--- src/rtl/mc_cpu_if.sv ---
// mc_cpu_if: unified memory port shared by instruction fetch and load/store.
//   master (CPU)    : drives req, we, addr, wdata; receives rdata, ack
//   slave  (memory) : receives req, we, addr, wdata; drives rdata, ack
// A request completes in the cycle ack is high while req is high; ack may
// arrive in the same cycle req first rises.
interface mc_cpu_if #(
    parameter int unsigned DATA_W = 32,
    parameter int unsigned ADDR_W = 32
);
    logic              req;
    logic              we;
    logic [ADDR_W-1:0] addr;
    logic [DATA_W-1:0] wdata;
    logic [DATA_W-1:0] rdata;
    logic              ack;

    modport master (output req, we, addr, wdata, input rdata, ack);
    modport slave  (input req, we, addr, wdata, output rdata, ack);
endinterface

--- src/rtl/mc_cpu.sv ---
// mc_cpu: multi-cycle MIPS-subset core, one FSM state per phase, single
// shared memory port (mc_cpu_if.master) for fetch and load/store.
// Ports:
//   clk, rst    rising-edge clock, synchronous active-high reset
//   mem         memory bus (req/we/addr/wdata out, rdata/ack in)
//   halted      high while in HALT (entered on fetching 32'hFFFF_FFFF)
//   retire      high in the last cycle of each instruction
//   retire_pc   PC of the retiring instruction
//   write_data  value written to the register file (valid with retire)
// Optional feature: define MC_CPU_BNE_EN to decode opcode 0x05 as bne;
// otherwise 0x05 executes as a NOP.
module mc_cpu #(
    parameter int unsigned       DATA_W   = 32,
    parameter int unsigned       ADDR_W   = 32,
    parameter int unsigned       REG_AW   = 5,
    parameter logic [ADDR_W-1:0] RESET_PC = '0
) (
    input  logic              clk,
    input  logic              rst,
    mc_cpu_if.master          mem,
    output logic              halted,
    output logic              retire,
    output logic [ADDR_W-1:0] retire_pc,
    output logic [DATA_W-1:0] write_data
);
    localparam int unsigned NREGS = 2 ** REG_AW;
    localparam int unsigned IR_W  = 32;

    localparam logic [IR_W-1:0] HALT_WORD = 32'hFFFF_FFFF;

    localparam logic [5:0] OP_RTYPE = 6'h00;
    localparam logic [5:0] OP_J     = 6'h02;
    localparam logic [5:0] OP_BEQ   = 6'h04;
`ifdef MC_CPU_BNE_EN
    localparam logic [5:0] OP_BNE   = 6'h05;
`endif
    localparam logic [5:0] OP_ADDI  = 6'h08;
    localparam logic [5:0] OP_LUI   = 6'h0F;
    localparam logic [5:0] OP_LW    = 6'h23;
    localparam logic [5:0] OP_SW    = 6'h2B;

    localparam logic [5:0] FN_ADD   = 6'h20;
    localparam logic [5:0] FN_SUB   = 6'h22;
    localparam logic [5:0] FN_AND   = 6'h24;
    localparam logic [5:0] FN_OR    = 6'h25;
    localparam logic [5:0] FN_SLT   = 6'h2A;

    typedef enum logic [2:0] {
        S_FETCH,
        S_DECODE,
        S_EXEC,
        S_MEM,
        S_WB,
        S_HALT
    } state_t;

    state_t            state, state_n;
    logic [ADDR_W-1:0] pc, pc_n;
    logic [ADDR_W-1:0] cur_pc_n;
    logic [IR_W-1:0]   ir, ir_n;
    logic [DATA_W-1:0] a_q, a_n;
    logic [DATA_W-1:0] b_q, b_n;
    logic [DATA_W-1:0] imm_q, imm_n;
    logic [DATA_W-1:0] wd_n;
    logic              halted_n;
    logic              req_n, we_n;
    logic [ADDR_W-1:0] addr_n;
    logic [DATA_W-1:0] wdata_n;
    logic [DATA_W-1:0] ea;
    logic              launch;
    logic              rf_we;
    logic [REG_AW-1:0] rf_wa;

    logic [DATA_W-1:0] rf [NREGS];

    // Instruction fields
    logic [5:0]        op, funct;
    logic [REG_AW-1:0] rs_i, rt_i, rd_i;
    logic [ADDR_W-1:0] br_off;
    logic [ADDR_W-1:0] j_tgt;
    logic              unused_shamt;

    assign op     = ir[31:26];
    assign funct  = ir[5:0];
    assign rs_i   = REG_AW'(ir[25:21]);
    assign rt_i   = REG_AW'(ir[20:16]);
    assign rd_i   = REG_AW'(ir[15:11]);
    assign br_off = ADDR_W'($signed({ir[15:0], 2'b00}));
    // pc already holds PC+4 here; upper bits above 28 come from it, and the
    // mask collapses to zero when ADDR_W <= 28 so the target just truncates.
    assign j_tgt  = (pc & ~ADDR_W'(28'hFFF_FFFF)) | ADDR_W'({ir[25:0], 2'b00});
    assign unused_shamt = ^ir[10:6];

    // Next-state, datapath and bus control
    always_comb begin
        state_n  = state;
        pc_n     = pc;
        cur_pc_n = retire_pc;
        ir_n     = ir;
        a_n      = a_q;
        b_n      = b_q;
        imm_n    = imm_q;
        wd_n     = write_data;
        halted_n = halted;
        req_n    = mem.req;
        we_n     = mem.we;
        addr_n   = mem.addr;
        wdata_n  = mem.wdata;
        ea       = a_q + imm_q;
        launch   = 1'b0;
        retire   = 1'b0;
        rf_we    = 1'b0;
        rf_wa    = '0;

        case (state)
            S_FETCH: begin
                if (!mem.req) begin
                    // First fetch after reset: request goes out next cycle
                    launch = 1'b1;
                end else if (mem.ack) begin
                    ir_n  = IR_W'(mem.rdata);
                    pc_n  = pc + ADDR_W'(4);
                    req_n = 1'b0;
                    if (IR_W'(mem.rdata) == HALT_WORD) begin
                        state_n  = S_HALT;
                        halted_n = 1'b1;
                        retire   = 1'b1;
                    end else begin
                        state_n = S_DECODE;
                    end
                end
            end

            S_DECODE: begin
                a_n     = (rs_i == '0) ? '0 : rf[rs_i];
                b_n     = (rt_i == '0) ? '0 : rf[rt_i];
                imm_n   = DATA_W'($signed(ir[15:0]));
                state_n = S_EXEC;
            end

            S_EXEC: begin
                case (op)
                    OP_RTYPE: begin
                        state_n = S_WB;
                        case (funct)
                            FN_ADD:  wd_n = a_q + b_q;
                            FN_SUB:  wd_n = a_q - b_q;
                            FN_AND:  wd_n = a_q & b_q;
                            FN_OR:   wd_n = a_q | b_q;
                            FN_SLT:  wd_n = DATA_W'($signed(a_q) < $signed(b_q));
                            default: begin
                                state_n = S_FETCH;
                                retire  = 1'b1;
                                launch  = 1'b1;
                            end
                        endcase
                    end
                    OP_ADDI: begin
                        wd_n    = a_q + imm_q;
                        state_n = S_WB;
                    end
                    OP_LUI: begin
                        wd_n    = DATA_W'({ir[15:0], 16'h0000});
                        state_n = S_WB;
                    end
                    OP_LW, OP_SW: begin
                        req_n   = 1'b1;
                        we_n    = (op == OP_SW);
                        addr_n  = ADDR_W'(ea) & ~ADDR_W'(3);
                        if (op == OP_SW) begin
                            wdata_n = b_q;
                        end
                        state_n = S_MEM;
                    end
                    OP_BEQ: begin
                        if (a_q == b_q) begin
                            pc_n = pc + br_off;
                        end
                        state_n = S_FETCH;
                        retire  = 1'b1;
                        launch  = 1'b1;
                    end
`ifdef MC_CPU_BNE_EN
                    OP_BNE: begin
                        if (a_q != b_q) begin
                            pc_n = pc + br_off;
                        end
                        state_n = S_FETCH;
                        retire  = 1'b1;
                        launch  = 1'b1;
                    end
`endif
                    OP_J: begin
                        pc_n    = j_tgt;
                        state_n = S_FETCH;
                        retire  = 1'b1;
                        launch  = 1'b1;
                    end
                    default: begin
                        state_n = S_FETCH;
                        retire  = 1'b1;
                        launch  = 1'b1;
                    end
                endcase
            end

            S_MEM: begin
                if (mem.ack) begin
                    req_n = 1'b0;
                    we_n  = 1'b0;
                    if (mem.we) begin
                        state_n = S_FETCH;
                        retire  = 1'b1;
                        launch  = 1'b1;
                    end else begin
                        wd_n    = mem.rdata;
                        state_n = S_WB;
                    end
                end
            end

            S_WB: begin
                rf_we   = 1'b1;
                rf_wa   = (op == OP_RTYPE) ? rd_i : rt_i;
                retire  = 1'b1;
                state_n = S_FETCH;
                launch  = 1'b1;
            end

            S_HALT: begin
                state_n = S_HALT;
            end

            default: begin
                state_n = S_FETCH;
            end
        endcase

        // Pre-issue the fetch so FETCH can complete in its first cycle
        if (launch) begin
            req_n    = 1'b1;
            we_n     = 1'b0;
            addr_n   = pc_n & ~ADDR_W'(3);
            cur_pc_n = pc_n;
        end
    end

    // State and output registers
    always_ff @(posedge clk) begin
        if (rst) begin
            state      <= S_FETCH;
            pc         <= RESET_PC;
            retire_pc  <= '0;
            ir         <= '0;
            a_q        <= '0;
            b_q        <= '0;
            imm_q      <= '0;
            write_data <= '0;
            halted     <= 1'b0;
            mem.req    <= 1'b0;
            mem.we     <= 1'b0;
            mem.addr   <= '0;
            mem.wdata  <= '0;
        end else begin
            state      <= state_n;
            pc         <= pc_n;
            retire_pc  <= cur_pc_n;
            ir         <= ir_n;
            a_q        <= a_n;
            b_q        <= b_n;
            imm_q      <= imm_n;
            write_data <= wd_n;
            halted     <= halted_n;
            mem.req    <= req_n;
            mem.we     <= we_n;
            mem.addr   <= addr_n;
            mem.wdata  <= wdata_n;
        end
    end

    // Register file: not cleared by reset, r0 never written
    always_ff @(posedge clk) begin
        if (!rst && rf_we && (rf_wa != '0)) begin
            rf[rf_wa] <= write_data;
        end
    end
endmodule
--- src/flat_wrapper.sv ---
// flat-port wrapper written by rule: the top's interface ports become plain ports
module mc_cpu_flat 
#(
    parameter int unsigned       DATA_W   = 32,
    parameter int unsigned       ADDR_W   = 32,
    parameter int unsigned       REG_AW   = 5,
    parameter logic [ADDR_W-1:0] RESET_PC = '0
)
  (clk, rst, halted, retire, retire_pc, write_data, mem_req, mem_we, mem_addr, mem_wdata, mem_rdata, mem_ack);
  mc_cpu_if #(.DATA_W(DATA_W), .ADDR_W(ADDR_W)) mem_i ();
  input  logic clk;
  input  logic rst;
  output logic halted;
  output logic retire;
  output logic [ADDR_W-1:0] retire_pc;
  output logic [DATA_W-1:0] write_data;
  output wire logic [$bits(mem_i.req)-1:0] mem_req;
  output wire logic [$bits(mem_i.we)-1:0] mem_we;
  output wire logic [$bits(mem_i.addr)-1:0] mem_addr;
  output wire logic [$bits(mem_i.wdata)-1:0] mem_wdata;
  input wire logic [$bits(mem_i.rdata)-1:0] mem_rdata;
  input wire logic [$bits(mem_i.ack)-1:0] mem_ack;
  assign mem_req = mem_i.req;
  assign mem_we = mem_i.we;
  assign mem_addr = mem_i.addr;
  assign mem_wdata = mem_i.wdata;
  assign mem_i.rdata = mem_rdata;
  assign mem_i.ack = mem_ack;
  mc_cpu #(.DATA_W(DATA_W), .ADDR_W(ADDR_W), .REG_AW(REG_AW), .RESET_PC(RESET_PC)) u_core (.clk(clk), .rst(rst), .mem(mem_i), .halted(halted), .retire(retire), .retire_pc(retire_pc), .write_data(write_data));
endmodule
--- config.mk ---
export PLATFORM = sky130hd
export DESIGN_NAME = mc_cpu_flat
export DESIGN_NICKNAME = d
export VERILOG_FILES = /design/src/rtl/mc_cpu_if.sv /design/src/rtl/mc_cpu.sv /design/src/flat_wrapper.sv
export SDC_FILE = /design/constraint.sdc
export NUM_CORES = 2
export LEC_CHECK = 0
export CORE_MARGIN = 4
export CORE_UTILIZATION = 40
export DETAILED_ROUTE_END_ITERATION = 16
export GPL_ROUTABILITY_DRIVEN = 0
export SLEW_MARGIN = 20
export SYNTH_ARGS = -nofsm -noshare
export SYNTH_HDL_FRONTEND = slang
export SYNTH_SLANG_ARGS = --single-unit
--- constraint.sdc ---
create_clock -name clk -period 7.1 [get_ports clk]
set_input_delay 1.775 -clock clk [delete_from_list [all_inputs] [get_ports clk]]
set_output_delay 1.775 -clock clk [all_outputs]
set_load 0.01 [all_outputs]
==> summary.txt <==
Status: finished clean
Worst setup margin: 1.36 ns
Worst-path clk slew: 0.06 ns
Buffers on Ports: 164
Post-place setup slack: 1.26 ns
Wire per inst: 30.3 µm
Yosys cell types: 108
Gr usage total: 24.5%
Worst Skew: 0.0240 ns
LEAKAGE: 24.5 nW
Worst EP required: 5.33 ns
# clock sinks: 1310
Die Y: 417 µm
Layout cells sized above 1: 21.9%
Post-synthesis area per instance: 14.2 µm²
TritonCTS clock tree: yes
Final cell count without fillers: 7157
Multiplexer share of the synthesized area: 23.0%
Max Slew Vio Count: 0
Tcrit/Tclk final: 80.9%
Synthesis warning total: 0
Initial antenna violation count: 3
# setup viols final: 0
Cts bufs inserted: 141
Setup TNS: 0 ns
Total detailed-routing wirelength: 217 mm
Post-synthesis xor/xnor area fraction: 0.758%
Worst-path maximum fanout: 4
First-pass GRT wire length: 311 mm
PostCTS Resize Cnt: 0
FP Rows: 149
Commonest non-fill, non-tap cells in the layout: 1024 x edfxtp_1, 640 x mux4_2, 375 x a21oi_1
GRT overflow: 0
Starting density of the core: 40.4%
Most common cell after layout, fill and taps aside: edfxtp_1
Worst-Margin Slew: 1.24 ns
DRT Pass-1 Iters: 6
Iteration-0 DRC count of the detailed router: 5518
Register area share after synthesis: 54.4%
VDD IR-drop max: 0.273 mV
Vias in the first global route: 43900
Largest net degree at the start of global routing: 205
Hold/Removal Path Class: reg2reg
Top_reg_cell synth: edfxtp_1
Placed Cells incl. Taps: 6898
Final Hold Vio Count: 0
Post-cts hold buffer count: 0
Fillers: 14300
Core area: 166000 µm²
Min cycle time layout: 5.74 ns
Crit. End Element: primary output
Vias: 45000
Cell Pwr Density: 222 nW/µm²
Post-Syn Instances: 4713
Bufs on Longest Clock Path: 3
Synth Register Bits: 1310
Clock root buffer: clkbuf_16
DP HPWL: 144 mm
DR vias/cell: 6.28
Layout area overhead: 13.7%
H-tree depth: 4
Largest family of logic cells by synthesized area: multiplexers
Adder-cell share of the synthesized area: 3.05%
Post-synthesis compound-gate area fraction: 8.90%
Crit start category: input port
Post-CTS Setup Bufs: 0
Simple-gate share of the synthesized area: 7.01%
Max Fclk: 174 MHz
Full die area: 174000 µm²
Post-Syn Area: 67000 µm²
Post-DRT Antenna Nets: 0
Drt drc: 0
Ports: 167
Slew HR: 16.4%
Critical Path AT: 3.97 ns
RSZ-0062 raised after global routing: false
Net count, final: 5049
Max-Cap Viols: 0
Critical path type: in2out
Post-synth EDFFs: 1024
Ys async rst share: 0%
Die extent in x: 417 µm
Clk Latency, worst-skew pair: 0.79 ns
metrics by stage:
step	instance area [µm²]	total power, mW	hold WS [ns]	utilization (%)
floorplan	67100	9.25	0.441	-
global placement	71600	9.68	0.431	43.2
detailed placement	71600	9.69	0.435	43.2
CTS	76200	17.0	0.443	45.9
global route	76200	17.4	0.462	46.0
finish	76200	16.9	0.437	46.0
power by group:
| group | switching (mW) | total [mW] | internal [mW] |
|---|---|---|---|
| Clock | 3.14 | 7.37 | 4.23 |
| Sequential | 0.104 | 8.30 | 8.20 |
| Combinational | 0.771 | 1.24 | 0.467 |
| Total | 4.02 | 16.9 | 12.9 |
worst max-delay path, cell delays in order:
cell and delay [ns]:
clkdlybuf4s50_1 0.55, nand4_1 0.10, nor4_1 0.40, nand3_1 0.17, or2_2 0.32, nand2_1 0.10
clkdlybuf4s50_1 0.55
area by class of cell:
class | count | area, µm² | area share, %
Tap cell | 2189 | 2740 | 3.60
Multi-Input combinational cell | 2967 | 29100 | 38.2
Inverter | 145 | 544 | 0.714
Sequential cell | 1310 | 36500 | 47.9
Timing Repair Buffer | 288 | 2740 | 3.59
Clock buffer | 185 | 3830 | 5.02
Clock inverter | 72 | 751 | 0.985
Antenna cell | 1 | 2.50 | 0.00328
per-layer routing:
metal  vias up  track usage, %  part of all wire [%]
met1     23200            32.2                    39
met2      2297            39.9                    48
li1      19000               -                     -
met4         2            10.7                   5.0
met5         -               0                0.0060
met3       452            4.72                   8.5
synthesized netlist by cell type (all sizes together), types with 8 or more instances:
cell | n | share of area (%)
o22ai | 27 | 0.25
a21oi | 379 | 2.9
buf | 128 | 0.90
ha | 157 | 2.9
and3 | 16 | 0.15
nor2 | 376 | 2.1
or3 | 14 | 0.13
xor2 | 21 | 0.27
o311ai | 8 | 0.10
o21a | 15 | 0.17
dfxtp | 286 | 8.5
nor3 | 55 | 0.43
o21bai | 17 | 0.20
o32ai | 8 | 0.10
o21ai | 137 | 1.0
inv | 144 | 0.81
xnor2 | 37 | 0.48
a221o | 8 | 0.12
nand4 | 31 | 0.29
nand2 | 367 | 2.1
nor2b | 16 | 0.15
a31oi | 25 | 0.24
clkbuf | 196 | 1.1
or2 | 15 | 0.14
a22oi | 26 | 0.29
a221oi | 44 | 0.62
edfxtp | 1024 | 46
nor3b | 9 | 0.10
and2 | 22 | 0.21
mux4 | 640 | 22
o221ai | 13 | 0.17
nor4 | 15 | 0.18
a211oi | 37 | 0.43
mux2i | 101 | 1.5
nand2b | 26 | 0.24
o31ai | 19 | 0.24
o31a | 11 | 0.14
o211ai | 27 | 0.30
nand3 | 60 | 0.47
a21o | 46 | 0.52
logic make-up (layout without fill, tap and decap cells):
logic type      after synthesis  count (layout)
simple gates               1048            1048
fa+ha+maj                   161             161
xor+xnor                     58              58
other cells                   1              35
compound gates              923             923
flops                      1310            1310
buf+inv                     469             690
mux                         743             743
flip-flops by register name (all words and copies together) (netlist names), named ones only:
register / cells
u_core.state: 3
u_core.a_q: 32
u_core.b_q: 32
u_core.halted: 1
u_core.pc: 32
u_core.mem.req: 1
u_core.mem.wdata: 32
u_core.retire_pc: 32
u_core.mem.addr: 30
u_core.imm_q: 16
u_core.ir: 32
u_core.mem.we: 1
u_core.rf: 1024
u_core.write_data: 32
worst paths after layout:
path	end	slack [ns]	cells after the start	from
hold / removal	u_core.retire_pc[31]	0.44	2	u_core.retire_pc[31]
setup reg to reg	u_core.retire_pc[27]	2.56	10	u_core.b_q[21]
hold reg to reg	u_core.retire_pc[31]	0.44	2	u_core.retire_pc[31]
setup / recovery	retire	1.36	7	mem_rdata[26]
(Power assumes the default switching activity.)
